### config.mk
export PLATFORM = sky130hd
export DESIGN_NAME = sys_reset_ctrl
export DESIGN_NICKNAME = d
export VERILOG_FILES = /design/src/rtl/sys_reset_pkg.sv /design/src/rtl/sys_reset_ctrl_btn_debounce.sv /design/src/rtl/sys_reset_ctrl.sv
export SDC_FILE = /design/constraint.sdc
export NUM_CORES = 1
export LEC_CHECK = 0
export CORE_MARGIN = 2
export CORE_UTILIZATION = 62
export CTS_CLUSTER_DIAMETER = 120
export DETAILED_ROUTE_END_ITERATION = 12
export PLACE_DENSITY = 0.88
export RECOVER_POWER = 50
export SETUP_SLACK_MARGIN = 0.05
export SKIP_LAST_GASP = 1
export SLEW_MARGIN = 30
export SYNTH_ARGS = -nofsm -noshare
export SYNTH_HDL_FRONTEND = slang
export SYNTH_SLANG_ARGS = --single-unit
export TNS_END_PERCENT = 50
### constraint.sdc
create_clock -name clock -period 4.3 [get_ports clock]
set_input_delay 0.86 -clock clock [delete_from_list [all_inputs] [get_ports clock]]
set_output_delay 0.86 -clock clock [all_outputs]
set_load 0.1 [all_outputs]
### src/rtl/sys_reset_pkg.sv
// Shared types and helpers for the board reset/button/halt controller.
package sys_reset_pkg;

  typedef enum logic [2:0] {
    HOLD,
    COUNT,
    STAGE,
    RUN,
    HALTED
  } state_t;

  // Width of a counter that must hold values 0..n.
  function automatic int cnt_w(input int n);
    return (n < 1) ? 1 : $clog2(n + 1);
  endfunction

endpackage

### src/rtl/sys_reset_ctrl_btn_debounce.sv
// One button channel: synchroniser, debounce counter, level and press pulse.
module btn_debounce
  import sys_reset_pkg::*;
#(
  parameter int SYNC_STAGES     = 3,
  parameter int DEBOUNCE_CYCLES = 270000
) (
  input  logic clock,
  input  logic reset,
  input  logic raw_n,
  output logic level,
  output logic press
);

  localparam int CW = cnt_w(DEBOUNCE_CYCLES);
  localparam logic [CW-1:0] C_LAST = CW'(DEBOUNCE_CYCLES - 1);

  logic [SYNC_STAGES-1:0] sync;
  logic [CW-1:0]          cnt;
  logic                   synced;

  assign synced = sync[SYNC_STAGES-1];

  always_ff @(posedge clock or posedge reset) begin
    if (reset) begin
      sync  <= '0;
      cnt   <= '0;
      level <= 1'b0;
      press <= 1'b0;
    end else begin
      sync  <= {sync[SYNC_STAGES-2:0], ~raw_n};
      press <= 1'b0;
      if (synced == level) begin
        cnt <= '0;
      end else if (cnt == C_LAST) begin
        // Flip and pulse on the same edge; releases never pulse.
        cnt   <= '0;
        level <= ~level;
        press <= ~level;
      end else begin
        cnt <= cnt + CW'(1);
      end
    end
  end

endmodule

### src/rtl/sys_reset_ctrl.sv
// Board reset controller: debounced buttons, lock gating, staged reset
// release and CPU run/halt enable.
module sys_reset_ctrl
  import sys_reset_pkg::*;
#(
  parameter int NUM_BUTTONS        = 2,
  parameter int SYNC_STAGES        = 3,
  parameter int DEBOUNCE_CYCLES    = 270000,
  parameter int RESET_DELAY_CYCLES = 16,
  parameter int NUM_STAGES         = 2,
  parameter int STAGE_GAP_CYCLES   = 4
) (
  input  logic                   clock,
  input  logic                   reset,
  input  logic [NUM_BUTTONS-1:0] button_n,
  input  logic                   lock_in,
  input  logic                   exit_in,
  output logic [NUM_BUTTONS-1:0] btn_level,
  output logic [NUM_BUTTONS-1:0] btn_press,
  output logic [NUM_STAGES-1:0]  reset_out,
  output logic                   cpu_enable,
  output logic                   halted
);

  localparam int DW = cnt_w(RESET_DELAY_CYCLES);
  localparam int GW = cnt_w(STAGE_GAP_CYCLES);
  localparam int SW = cnt_w(NUM_STAGES);
  localparam logic [DW-1:0] D_LAST = DW'(RESET_DELAY_CYCLES - 1);
  localparam logic [GW-1:0] G_LAST = GW'(STAGE_GAP_CYCLES - 1);
  localparam logic [SW-1:0] S_LAST = SW'(NUM_STAGES - 1);

  for (genvar i = 0; i < NUM_BUTTONS; i++) begin : g_btn
    btn_debounce #(
      .SYNC_STAGES    (SYNC_STAGES),
      .DEBOUNCE_CYCLES(DEBOUNCE_CYCLES)
    ) u_db (
      .clock(clock),
      .reset(reset),
      .raw_n(button_n[i]),
      .level(btn_level[i]),
      .press(btn_press[i])
    );
  end

  logic [SYNC_STAGES-1:0] lock_q;
  logic                   lock_sync;
  logic                   hold_req;

  assign lock_sync = lock_q[SYNC_STAGES-1];
  assign hold_req  = btn_level[0] | ~lock_sync;

  state_t                state, state_d;
  logic [DW-1:0]         dcnt, dcnt_d;
  logic [GW-1:0]         gcnt, gcnt_d;
  logic [SW-1:0]         sidx, sidx_d;
  logic [NUM_STAGES-1:0] ro_d;
  logic                  cpu_d;
  logic                  halt_d;

  always_ff @(posedge clock or posedge reset) begin
    if (reset) begin
      lock_q     <= '0;
      state      <= HOLD;
      dcnt       <= '0;
      gcnt       <= '0;
      sidx       <= '0;
      reset_out  <= '1;
      cpu_enable <= 1'b0;
      halted     <= 1'b0;
    end else begin
      lock_q     <= {lock_q[SYNC_STAGES-2:0], lock_in};
      state      <= state_d;
      dcnt       <= dcnt_d;
      gcnt       <= gcnt_d;
      sidx       <= sidx_d;
      reset_out  <= ro_d;
      cpu_enable <= cpu_d;
      halted     <= halt_d;
    end
  end

  always_comb begin
    state_d = state;
    dcnt_d  = dcnt;
    gcnt_d  = gcnt;
    sidx_d  = sidx;
    ro_d    = reset_out;
    cpu_d   = cpu_enable;
    halt_d  = halted;
    if (state != HOLD && hold_req) begin
      // Abort outranks everything, including a coincident exit request.
      state_d = HOLD;
      dcnt_d  = '0;
      gcnt_d  = '0;
      sidx_d  = '0;
      ro_d    = '1;
      cpu_d   = 1'b0;
      halt_d  = 1'b0;
    end else begin
      unique case (state)
        HOLD: begin
          ro_d   = '1;
          cpu_d  = 1'b0;
          halt_d = 1'b0;
          if (!hold_req) begin
            state_d = COUNT;
            dcnt_d  = '0;
          end
        end
        COUNT: begin
          dcnt_d = dcnt + DW'(1);
          if (dcnt == D_LAST) begin
            dcnt_d = '0;
            gcnt_d = '0;
            sidx_d = SW'(1);
            if (NUM_STAGES == 1) begin
              state_d = RUN;
              ro_d    = '0;
              cpu_d   = 1'b1;
            end else begin
              state_d = STAGE;
              ro_d[0] = 1'b0;
            end
          end
        end
        STAGE: begin
          gcnt_d = gcnt + GW'(1);
          if (gcnt == G_LAST) begin
            gcnt_d = '0;
            sidx_d = sidx + SW'(1);
            for (int k = 0; k < NUM_STAGES; k++) begin
              if (SW'(k) == sidx) ro_d[k] = 1'b0;
            end
            if (sidx == S_LAST) begin
              state_d = RUN;
              ro_d    = '0;
              cpu_d   = 1'b1;
            end
          end
        end
        RUN: begin
          ro_d  = '0;
          cpu_d = 1'b1;
          if (exit_in) begin
            state_d = HALTED;
            cpu_d   = 1'b0;
            halt_d  = 1'b1;
          end
        end
        HALTED: begin
          if (btn_press[0]) begin
            state_d = HOLD;
            ro_d    = '1;
            cpu_d   = 1'b0;
            halt_d  = 1'b0;
          end
        end
        default: state_d = HOLD;
      endcase
    end
  end

endmodule

== Word-level counts from Yosys, hierarchy flattened ==
Cells that the tools add are included.

* Muxes and demuxes: 46
* Bitwise operators: 8
* Add/sub/neg operators: 5
* Equality and inequality tests: 20
* Reductions and logical operators: 19

{| class="wikitable"
|+ Operator list
! kind !! count
|-
| 19-bit two-way mux || 4
|-
| 19-bit by 1-bit adder with 19-bit output (second input constant) || 2
|-
| 19-bit == test (second input constant) || 2
|-
| 3-bit two-way mux || 10
|-
| 5-bit two-way mux || 3
|-
| 3-bit inequality test (second input constant) || 5
|-
| 3-bit case mux with 5 select lines || 1
|-
| 1-bit two-way mux || 14
|-
| 2-bit two-way mux || 7
|-
| 5-bit case mux with 2 select lines || 1
|-
| 3-bit by 2-bit == test with 1-bit output (second input constant) || 3
|-
| 3-bit nonzero test || 3
|-
| 4-bit inequality test (second input constant) || 2
|-
| 1-bit case mux with 4 select lines || 2
|-
| 2-bit AND reduction || 4
|-
| 4-bit AND reduction || 2
|-
| 1-bit NOT || 7
|-
| 3-bit case mux with 2 select lines || 1
|-
| 3-bit AND reduction || 2
|-
| 6-bit AND reduction || 1
|-
| 6-bit nonzero test || 1
|-
| 5-bit by 1-bit adder with 5-bit output (second input constant) || 1
|-
| 5-bit by 4-bit == test with 1-bit output (second input constant) || 1
|-
| 1-bit case mux with 5 select lines || 1
|-
| 17 further kinds || 18
|}

* Register bits: 68
* Word-level logic and storage cells: 115
* Output and inout port bits: 8
* Bits of input ports: 6

== Logic depth before layout (Yosys ltp) ==
Gate-level depths: netlist of run 1.

* Word-level depth: 6
* Gate-level depth with buffers: 8

== By module ==
From an unflattened synthesis of run 1, not the netlist that was laid out.

* Cells, all modules: 329
* Area total of the unflattened synthesis: 3392.0 sq um

{| class="wikitable"
|+ Modules (own cells, without submodules)
! module !! seq. area each (sq um) !! cells each !! area an instance (sq um) !! times used
|-
| btn_debounce || 600.6 || 106 || 1147.4 || 2
|-
| sys_reset_ctrl || 503.0 || 117 || 1097.3 || 1
|}

== Worst setup path after synthesis of run 1 ==
Ideal clock, no wire load.

* Kind: reg2out
* Start: register cpu_enable
* End: output port cpu_enable
* Stages on the path, launching flop included: 1
* Arrival time: 899 ps
* Slack: 2541 ps
* Cell sequence: dfrtp_1

{| class="wikitable"
|+ RTL lines
! element !! line !! RTL
|-
| from (decl) || sys_reset_ctrl.sv:21 || <nowiki>output logic cpu_enable,</nowiki>
|-
| from (signal assigned) || sys_reset_ctrl.sv:77 || <nowiki>cpu_enable <= cpu_d;</nowiki>
|}

No word-level cell between the ends.

== Final worst setup path of run 1 ==
* Start: register reset_out[1]
* End: output port reset_out[1]

{| class="wikitable"
|+ RTL lines
! element !! line !! RTL
|-
| from (decl) || sys_reset_ctrl.sv:20 || <nowiki>output logic [NUM_STAGES-1:0] reset_out,</nowiki>
|-
| from (signal assigned) || sys_reset_ctrl.sv:76 || <nowiki>reset_out <= ro_d;</nowiki>
|}

No word-level cell between the ends.

==> out/metrics.yaml, run 1 <==
fmax_mhz: 349.5
r2r-start: "g_btn[0].u_db.level$_DFFE_PP0P_"
crit_type: "reg2out"
clk_pin_slew_ps: 70
htree_levels: 3
post-synth-top-area-cell: "dfrtp_1"
cts_buffers: 9
synth_top_cells_by_area: "dfrtp_1 (51%), nor2_1 (6.1%), xor2_1 (5.1%), xnor2_1 (4.3%), nand3_1 (2.8%)"
cp_top_family: "buffers and inverters"
grt_pass1_wl_um: 10370
syn_avg_cell_area_sq_um: 9.964
synth_area_sq_um: 3268
drive_gt1_share_pct: 7.826
cap_viol_max_count: 0
num_rows: 26
reg2regPathDepth: 5
critPathArrivalTime_ps: 2000
antenna_cells: 0
worstPathCellList: "clkdlybuf4s50_1"
ys_seq_area_share_pct: 52.14
maxSlewViolCount: 0
cts.sinks: 68
pre_cts_ws_ps: 1799
tightest_slew_ps: 1098
place_area_sq_um: 3406
rrSetupSlack_ps: 2240
start_kind: "flop"
fin_crit_sh_pct: 66.55
ant_nets: 0
worstHoldEndpoint: "lock_q[2]$_DFF_PP0_"
synthesis.nets: 340
synth_edf_count: 0
cts_root_buf: "clkbuf_8"
max_stage_delay_ps: 1120
rsz0062_at_grt: "no"
max-slew-margin-rel_pct: 26.75
tritoncts: "done"
grt_overflow: 0
cp_slowest_cell: "clkdlybuf4s50_1"
synth.distinct_cells: 46
drt-total-wl_um: 5919
stdcell_area_sq_um: 3576
first_global_vias: 2371
tns_ps: 0
hold_path.startpoint: "lock_q[1]$_DFF_PP0_"
worstSkewPairLatency_ps: 350
portBuffers: 13
yosys_most_used_dff: "dfrtp_1"
grt_max_degree: 40
dr.first_iter.drc_count: 158
die_area_sq_um: 5868
r2r_end: "state[0]$_DFFE_PP0P_"
min_path_type: "reg2reg"
p_leak_nw: 1.576
io_pins: 14
place_hpwl_um: 3941
syn2layout_area_growth_pct: 9.418
path_max_fanout: 3
die_h_um: 76.60
vdd_drop_max_uv: 255.5
post-cts-setup-buffer-count: 0
yosys-top-cells-count: "dfrtp_1 (66), nor2_1 (53), nand2_1 (23)"
status: "finished, final reports clean"
coreArea_sq_um: 5107
viasPerCell: 5.667
fin_crit_ps: 2861
hold_viol: 0
nets: 352
netlist_instances: 328
gp_congestion: 0.8473
worstPathRequired_ps: 3440
initial_utilization_pct: 63.99
drc: 0
worst_slack_ps: 1439
num_vias: 2352
track_usage_pct: 22.66
crit_buf_inv: 1
whs_path_depth: 0
post_cts_resized: 0
die_w_um: 76.60
antenna_found_initial: 0
end_kind: "primary output"
total_power_mw: 1.406
setup_viol: 0
cts_hold_buf: 0
routedWlPerCell_um: 14.26
synth_top_area_share_pct: 50.54
ys_seq_elements: 68
yosysMostFrequentCell: "dfrtp_1"
power_density_nw_per_um2: 393.3
yosys_warnings: 0
dr.pass1.iters: 5
async_reset_ff_share_pct: 100.0
clock_tree.buffer_depth: 2
skew_ps: 6.774
per-stage QoR:
step                      hold slack [ps]  utilization, %  std cells
after global placement              332.6           66.68        399
after global routing                358.6           70.01        415
after detailed placement            335.5           66.68        399
after CTS                           350.8           70.06        415
after floorplan                     331.2               -        328
final                               350.1           70.01        415
worst max path at each step:
stage                        startpoint                endpoint  cells after the start
2_1_floorplan                     reset  cpu_enable$_DFFE_PP0P_                      1
3_3_place_gp   reset_out[1]$_DFFE_PP1P_            reset_out[1]                      1
3_5_place_dp   reset_out[1]$_DFFE_PP1P_            reset_out[1]                      1
4_1_cts        reset_out[1]$_DFFE_PP1P_            reset_out[1]                      1
5_1_grt        reset_out[1]$_DFFE_PP1P_            reset_out[1]                      1
6_report       reset_out[1]$_DFFE_PP1P_            reset_out[1]                      1
per-layer routing:
metal	track usage, %	wire length [um]	vias up
met1	28.32	2650	1141
met3	4.147	259	14
li1	-	-	1137
met5	0	0	-
met2	36.19	2858	60
met4	15.09	150	0
final cells by class:
class	count	area (sq um)
clock buffers	14	162.7
well taps	70	87.58
fillers	384	1531
inverters	15	56.30
clock inverters	2	10.01
multi-input cells	232	1418
flip-flops and latches	68	1704
repair buffers	14	137.6
cells by family (layout without fill, tap and decap cells):
logic type                 Yosys count  after routing  synth area share [%]
DFF                                 68             68                 52.14
adders and majority gates            6              6                 2.297
muxes                                5              5                 1.646
buffers and inverters               28             45                 4.403
xor gates and xnor gates            35             35                 9.380
and+or+nand+nor                    150            150                 23.05
AOI/OAI and AO/OA                   36             36                 7.082
power breakdown:
part           switching, mW  internal, mW
Combinational          0.147        0.0748
Clock                  0.229         0.240
Sequential            0.0411         0.675
Total                  0.417         0.989
registers in the layout (all words and copies together), names as in the netlist, 3 cells and up:
name / count
dcnt: 5
g_btn.u_db.cnt: 38
g_btn.u_db.sync: 6
gcnt: 3
lock_q: 3
state: 3
placed cells by master, fill, tap and decap left out, types with 9 or more instances in the layout:
cell,instances
clkbuf_8,11
dfrtp_1,66
inv_1,15
nand2_1,24
nand3_1,18
nor2_1,53
nor3_1,9
o21ai_0,11
xnor2_1,16
xor2_1,19
Note: power is estimated with default switching activity, not from simulation.
==> inputs of run 2 (changes only) <==
CORE_UTILIZATION = 60   (was 62)
PLACE_DENSITY = 0.86   (was 0.88)
clock period = 2.8 ns   (was 4.3 ns; I/O delays follow)
==> run 2 against run 1 <==
The flow now finishes with violations (capacitance limit, slew limit). Register-to-register slack got worse by 1500 ps. Sequential share of layout area is 0.22 points higher. Sequential power grew 54%. Largest cell class unchanged. Final area decreased by 0.45%. Via count is 2.0% lower. Worst hold slack better by 2.3 ps. Clock skew rose by 2.3 ps.
==> out/metrics.yaml, run 2 (synthesis gave the netlist of run 1 again) <==
initial_utilization_pct: 63.18
grt_overflow: 0
status: "complete, but fails checks"
fin_crit_ps: 2032
maxSlewViolCount: 69
cts_root_buf: "clkbuf_8"
fin_util_pct: 68.82
hold_viol: 0
post_cts_resized: 0
coreArea_sq_um: 5172
largest_register_ffs: 38
p_leak_nw: 1.581
ant_nets: 0
nets: 352
track_usage_pct: 21.78
post-cts-setup-buffer-count: 0
regArea_sq_um: 1704
total_power_mw: 2.152
final_common_cell: "dfrtp_1"
tightest_slew_ps: 1597
cap_viol_max_count: 1
htree_levels: 3
critPathArrivalTime_ps: 2300
crit_type: "reg2reg"
io_pins: 14
setup_viol: 0
start_kind: "flop"
path_max_fanout: 17
cts_buffers: 9
largest-register: "g_btn.u_db.cnt"
violations: "capacitance limit, slew limit"
cts_hold_buf: 0
viasPerCell: 5.552
antenna_cells: 0
drive_gt1_share_pct: 11.30
grt_max_degree: 69
syn2layout_area_growth_pct: 8.920
antenna_found_initial: 0
skew_ps: 9.119
max-slew-margin-rel_pct: -6.485
mostFrequentLayoutCells: "dfrtp_1 (66), nor2_1 (53), nand2_1 (23)"
routedWlPerCell_um: 13.83
fin_crit_sh_pct: 72.56
min_path_type: "reg2reg"
vdd_drop_max_uv: 372.0
drc: 0
top_regs: "g_btn.u_db.cnt: 38 flops, g_btn.u_db.sync: 6 flops, dcnt: 5 flops"
fmax_mhz: 492.2
tns_ps: 0
cts.sinks: 68
dr.first_iter.drc_count: 103
die_area_sq_um: 6054
clk_pin_slew_ps: 70
num_rows: 26
tritoncts: "done"
end_kind: "flop"
grt_pass1_wl_um: 10290
drt-total-wl_um: 5740
worstSkewPairLatency_ps: 350
multiInputGateArea_sq_um: 1420
die_w_um: 77.81
die_h_um: 77.81
num-fill-cells: 384
worstPathRequired_ps: 3070
gp_congestion: 0.8576
dr.pass1.iters: 4
power_density_nw_per_um2: 604.5
portBuffers: 13
rsz0062_at_grt: "no"
place_hpwl_um: 3857
clock_tree.buffer_depth: 2
first_global_vias: 2257
num_vias: 2304
[run 2: cell types whose count changed in the layout (fill, tap and decap cells not counted), moves of 2 or more]
cell,change
clkdlybuf4s50_1,-6
clkbuf_1,-3
dlygate4sd3_1,-2
clkinvlp_4,+2
buf_4,+7
[run 2: power by group]
group	leakage, nW	switching (mW)	internal (mW)	total [mW]
Clock	0.0885	0.378	0.343	0.721
Sequential	0.910	0.0629	1.04	1.10
Combinational	0.582	0.219	0.112	0.331
Total	1.58	0.660	1.49	2.15
[run 2: per-stage QoR]
| stage | hold WS, ps | setup slack, ps | instance area (sq um) | cells |
|---|---|---|---|---|
| finish | 352.4 | 768.4 | 3560 | 415 |
| global route | 369.5 | 421.1 | 3560 | 415 |
| CTS | 351.4 | 751.5 | 3575 | 415 |
| detailed placement | 334.7 | 759.8 | 3398 | 399 |
| global placement | 331.4 | 860.2 | 3398 | 399 |
| floorplan | 331.2 | 531.8 | 3268 | 328 |
[run 2: critical path, cell delays in order, from the launching register on]
cell and delay (ps):
dfrtp_1 430, nand2b_1 480, o21ai_0 500, a21boi_1 330, mux2i_1 220
[run 2: path summary, 6_finish.rpt]
| kind | start | to | slack [ps] | cells past startpoint |
|---|---|---|---|---|
| max | g_btn[0].u_db.level$_DFFE_PP0P_ | sidx[0]$_DFFE_PP0P_ | 770 | 4 |
| min | g_btn[0].u_db.sync[1]$_DFF_PP0_ | g_btn[0].u_db.sync[2]$_DFF_PP0_ | 350 | 0 |
| max reg2reg | g_btn[0].u_db.level$_DFFE_PP0P_ | sidx[0]$_DFFE_PP0P_ | 770 | 4 |
| min reg2reg | g_btn[0].u_db.sync[1]$_DFF_PP0_ | g_btn[0].u_db.sync[2]$_DFF_PP0_ | 350 | 0 |
| max in group asynchronous | reset | state[1]$_DFFE_PP0P_ | 780 | 3 |
| min in group asynchronous | reset | g_btn[0].u_db.sync[0]$_DFF_PP0_ | 1080 | 3 |
[run 2: per-layer routing]
layer	vias to the layer above	track usage (%)	routed length, um
met3	10	6.279	150
li1	1132	-	-
met2	30	34.57	2839
met1	1132	28.67	2612
met5	-	0	0
met4	0	7.679	138
[run 2: cell type report]
type                    instances  area share (%)
repair buffers                 14           3.234
clock buffers                  10           3.866
clock inverters                 6           1.090
well taps                      70           2.460
multi-input cells             232           39.89
inverters                      15           1.582
flip-flops and latches         68           47.87
==> patch 1, RTL diff (config.mk and constraints of run 1) <==
Set the parameter `NUM_BUTTONS` to 4 (it was 2).
--- a/src/rtl/sys_reset_ctrl.sv
+++ b/src/rtl/sys_reset_ctrl.sv
@@ -5,3 +5,3 @@
 #(
-  parameter int NUM_BUTTONS        = 2,
+  parameter int NUM_BUTTONS        = 4,
   parameter int SYNC_STAGES        = 3,
Interface: changed (resized btn_level, btn_press and button_n); port bits go from 14 to 20. No check against the original RTL was run, so the function may have changed too.
==> patch 1 against run 1 <==
- setup slack worse by 0.17 ns
- sequential cell count increased by 48
- routed wire length grew 95%
- worst hold slack worse by 0.0049 ns
- clock skew increased by 0.0055 ns
- die area rose by 67%
- area after synthesis grew 71%
- total power rose by 87%
- cell area increased by 79%
- final cell count increased by 63%
- combinational power down 53%
- critical path type unchanged
==> patch 1: results (changes against run 1) <==
top-area cell type share of the netlist area - 51.1% (+0.52 points)
PortBufs - 19 (+6)
r2r endpoint - g_btn[1].u_db.level$_DFFE_PP0P_
share of cells above drive strength 1 - 9.88% (+2.1 points)
Post-CTS Setup Inserts - 0 (unchanged)
Final Net Count - 570 (+62%)
WHS Endpoint - g_btn[0].u_db.sync[1]$_DFF_PP0_
Max Cap Viol - 0 (unchanged)
ys async rst share - 100% (unchanged)
Worst Path Arrival - 2.17 ns (+0.17 ns)
VDD IR max - 0.324 mV (+27%)
Critical R2R Launch - g_btn[1].u_db.cnt[0]$_DFF_PP0_
CP max-delay cell - clkdlybuf4s50_1
number of buffers created by CTS - 17 (+8)
largest net degree at the start of global routing - 81 (+100%)
Leak - 0.00272 uW (+73%)
Final Skew - 0.0123 ns (+0.00549 ns)
DR iter-0 viols - 255 (+61%)
Post-Syn Nets - 550 (+62%)
Yosys Warn Count - 0 (unchanged)
Hold WS - 0.345 ns (-0.00493 ns)
biggest regs - g_btn.u_db.cnt: 76 flops, g_btn.u_db.sync: 12 flops, dcnt: 5 flops
root buffer cell - clkbuf_8
Worst R2R Setup Slack - 2.13 ns (-0.11 ns)
GRT Total Usage - 25.4% (+2.7 points)
DR WL/cell - 17.1 um (+20%)
routability cong. - 0.864 (+1.9%)
Slew @ Worst Pin - 0.977 ns (-0.120 ns)
Filler Cell Count - 537 (+40%)
Min-Delay Startpoint - g_btn[0].u_db.sync[0]$_DFF_PP0_
detailed placement HPWL - 7.03 mm (+78%)
n_diodes - 0 (unchanged)
drt first pass iters - 5 (unchanged)
Vias - 4159 (+77%)
worst skew pair latency - 0.52 ns (+0.17 ns)
commonest cells in the netlist - dfrtp_1, nor2_1, xor2_1
sequential-to-total area share from yosys stat - 52.0% (-0.15 points)
synth unique cells - 54 (+17%)
Clock Path Buffers - 2 (unchanged)
Worst Hold Class - flop to flop
slowest stage delay, CP - 1.12 ns (about the same)
CTS H-Tree Depth - 4 (+1)
flip-flop count of the largest register after layout - 76 (+100%)
top post-synthesis cells by area - dfrtp_1, nor2_1, xor2_1
critical path fanouts, max - 2 (-1)
placed cell area - 5820 um2 (+71%)
status - finished, final reports clean
initial antenna violation count - 0 (unchanged)
first-pass GRT wire length - 19.8 mm (+91%)
post_cts resized - 0 (unchanged)
## patch 1: area by class of cell
class | count | area, um2 | share of cell area, %
Inverter | 17 | 68.8 | 1.07
Multi-Input combinational cell | 381 | 2500 | 39.0
Sequential cell | 116 | 2910 | 45.3
Clock inverter | 13 | 146 | 2.28
Timing Repair Buffer | 21 | 218 | 3.39
Clock buffer | 19 | 442 | 6.88
Tap cell | 108 | 135 | 2.11
## patch 1: kinds of logic after synthesis
kind of cell    share of synthesized area (%)
flops                                    52.0
xor+xnor                                 10.0
mux                                      1.81
fa+ha+maj                                1.79
buf+inv                                  3.36
compound gates                           6.61
simple gates                             24.4
## patch 1: worst max-delay path by stage
stage,to,from,depth (start not counted)
after floorplan,cpu_enable$_DFFE_PP0P_,reset,1
after global placement,reset_out[1],reset_out[1]$_DFFE_PP1P_,1
after detailed placement,reset_out[0],reset_out[0]$_DFFE_PP1P_,1
after CTS,reset_out[0],reset_out[0]$_DFFE_PP1P_,1
after global routing,btn_level[0],g_btn[0].u_db.level$_DFFE_PP0P_,1
final,reset_out[0],reset_out[0]$_DFFE_PP1P_,1
## patch 1: stage by stage
| step | total power, uW | utilization (%) | cells | setup WS [ns] |
|---|---|---|---|---|
| final | 2620 | 73.6 | 675 | 1.27 |
| after global routing | 2700 | 73.6 | 675 | 1.21 |
| after CTS | 2640 | 73.5 | 674 | 1.25 |
| after floorplan | 1220 | - | 534 | 0.371 |
| after detailed placement | 1260 | 66.7 | 642 | 1.80 |
| after global placement | 1250 | 66.6 | 642 | 1.81 |
## patch 1: report_power, final
group          switching [uW]  internal (uW)
logic                    70.7           32.4
clock network             526            861
registers                20.5           1110
total                     617           2010
## patch 1: layer usage
layer | global-route usage (%) | vias up | share of wire [%]
li1 | - | 1944 | -
met2 | 41.1 | 131 | 51
met3 | 4.75 | 27 | 4.1
met5 | 0 | - | 0
met4 | 12.6 | 0 | 2.1
met1 | 33.0 | 2057 | 43
==> patch 2, RTL diff (config.mk and constraints of run 1) <==
Without the edit above. Reset style: synchronous (`reset`), changed in 2 clocked blocks.
--- a/src/rtl/sys_reset_ctrl_btn_debounce.sv
+++ b/src/rtl/sys_reset_ctrl_btn_debounce.sv
@@ -23,3 +23,3 @@
 
-  always_ff @(posedge clock or posedge reset) begin
+  always_ff @(posedge clock) begin
     if (reset) begin
--- a/src/rtl/sys_reset_ctrl.sv
+++ b/src/rtl/sys_reset_ctrl.sv
@@ -59,3 +59,3 @@
 
-  always_ff @(posedge clock or posedge reset) begin
+  always_ff @(posedge clock) begin
     if (reset) begin
Formal check against the unedited RTL: no difference found for any inputs over 10 cycles, from zero or initial values and one cycle with reset high; that may be too few to reach the edited logic, so the function may still have changed.
==> patch 2 against run 1 <==
- the run now ends with capacitance limit, slew limit left
- cell area is 4.2% lower
- routed wire length is 1.6% lower
- setup slack worse by 0.034 ns
- utilization is 1.6 points higher
- sequential cell count stayed put
- synthesized cell count is 7.0% higher
- maximum frequency is 1.2% lower
- area after synthesis is 4.3% lower
- largest cell class is now multi-input combinational cells
- highest routed layer unchanged
Power is not compared: it rests on default switching activity, and its combinational part moved more than twofold at a synthesized area within 25%.
==> patch 2: results (changes against run 1) <==
Synth Area in Compound Gates - 10.9% (+3.8 points)
pre-CTS setup slack - 1.89 ns (+0.0864 ns)
share of cells above drive strength 1 - 6.58% (-1.3 points)
vias per cell - 5.81 (+2.6%)
Post-CTS Setup Inserts - 0 (unchanged)
mux cell area share after synthesis - 0.360% (-1.3 points)
WHS Path Cells - 1 (+1)
Synth Instances - 351 (+7.0%)
Reg2Reg Depth - 5 (unchanged)
xor/xnor cell area share of the yosys netlist - 7.56% (-1.8 points)
top post-synthesis cells by area - dfxtp_1, nor2_1, xnor2_1
Post-Route WL - 5.82 mm (-1.6%)
root buffer cell - clkbuf_8
post_cts resized - 0 (unchanged)
DR iter-0 viols - 210 (+33%)
final-report max-slew violation count - 19 (+19)
Filler Cell Count - 370 (-3.6%)
crit path time final - 2.90 ns (+0.0337 ns)
Critical R2R Launch - g_btn[1].u_db.cnt[0]$_SDFF_PP0_
Worst R2R Setup Slack - 1.40 ns (-0.84 ns)
Primary FF master, synth - dfxtp_1
Slew HR - -32.9% (-60 points)
critical path fanouts, max - 18 (+15)
vias in the first global route - 2344 (-1.1%)
Synth Area in Adders - 2.40% (+0.10 points)
detailed placement HPWL - 4.00 mm (+1.6%)
largest net degree at the start of global routing - 19 (-53%)
CP max-delay cell - o21ai_0
DR WL/cell - 13.5 um (-5.5%)
Final Net Count - 372 (+5.7%)
slowest stage delay, CP - 1.52 ns (+0.40 ns)
Placed Cells - 416 (+4.3%)
Largest Register - g_btn.u_db.cnt
Yosys Warn Count - 0 (unchanged)
drt first pass iters - 4 (-1)
critical path type - flop to flop
WHS Endpoint - lock_q[2]$_SDFF_PP0_
Post-Syn Nets - 363 (+6.8%)
routability cong. - 0.814 (-3.9%)
commonest cells in the netlist - dfxtp_1, nor2_1, a21oi_1, xnor2_1
antenna viol nets, final - 0 (unchanged)
GRT Total Usage - 23.1% (+0.48 points)
Min-Delay Startpoint - lock_q[1]$_SDFF_PP0_
sequential-to-total area share from yosys stat - 43.5% (-8.6 points)
Worst Path Arrival - 3.04 ns (+1.04 ns)
Max Cap Viol - 1 (+1)
CP Launch Point - g_btn[1].u_db.cnt[0]$_SDFF_PP0_
r2r endpoint - g_btn[1].u_db.cnt[10]$_SDFF_PP0_
first-pass GRT wire length - 10.0 mm (-3.4%)
Final Skew - 0.00697 ns (+0.000196 ns)
status - complete, but fails checks
Top delay family on crit path - compound AO/OA/AOI/OAI gates
ys async rst share - 0% (-100 points)
synth unique cells - 54 (+17%)
violated checks - capacitance limit, slew limit
top-area cell type share of the netlist area - 43.5% (-7.0 points)
[patch 2: layout make-up]
type                    count  area share (%)
clock buffers              12            3.94
clock inverters             4            2.15
inverters                  13            1.42
multi-input cells         253            46.3
flip-flops and latches     68            39.7
well taps                  67            2.45
repair buffers             15            4.02
[patch 2: where the power goes]
group	switching, uW	leakage [uW]	internal [uW]
combinational	18.5	0.000440	11.1
clock	230	0.000105	327
sequential	2.97	0.000549	635
total	252	0.00109	973
[patch 2: metal layers]
metal  wire length (um)  vias to the layer above  track usage (%)  share of wire, %
met5                  0                        -                0                 0
met4                133                        0             13.1               2.3
met3                228                       14             4.69               3.9
met2               2780                       65             37.2                48
met1               2690                     1169             28.9                46
li1                   -                     1264                -                 -
[patch 2: worst register-to-register path: cells and delay by family (launching register included)]
family                     cells  cell delay, ns
adders and majority gates      1            0.26
and+or+nand+nor                3            0.54
AOI/OAI and AO/OA              1            1.52
DFF                            1            0.39
[patch 2: kinds of logic (layout without fill, tap and decap cells)]
kind of cell             after synthesis  count (layout)
AO/OA/AOI/OAI                         54              54
XOR/XNOR                              27              27
adder cells (fa/ha/maj)                6               6
buffers and inverters                 30              44
flip-flops                            68              68
multiplexers                           1               1
AND/OR/NAND/NOR                      165             165
[patch 2: metrics by stage]
| stage | cell area, um2 | total power, uW | hold WS (ns) |
|---|---|---|---|
| after floorplan | 3130 | 671 | 0.414 |
| after global placement | 3240 | 682 | 0.424 |
| after detailed placement | 3240 | 683 | 0.427 |
| after CTS | 3450 | 1240 | 0.445 |
| after global routing | 3430 | 1260 | 0.457 |
| final | 3430 | 1220 | 0.435 |
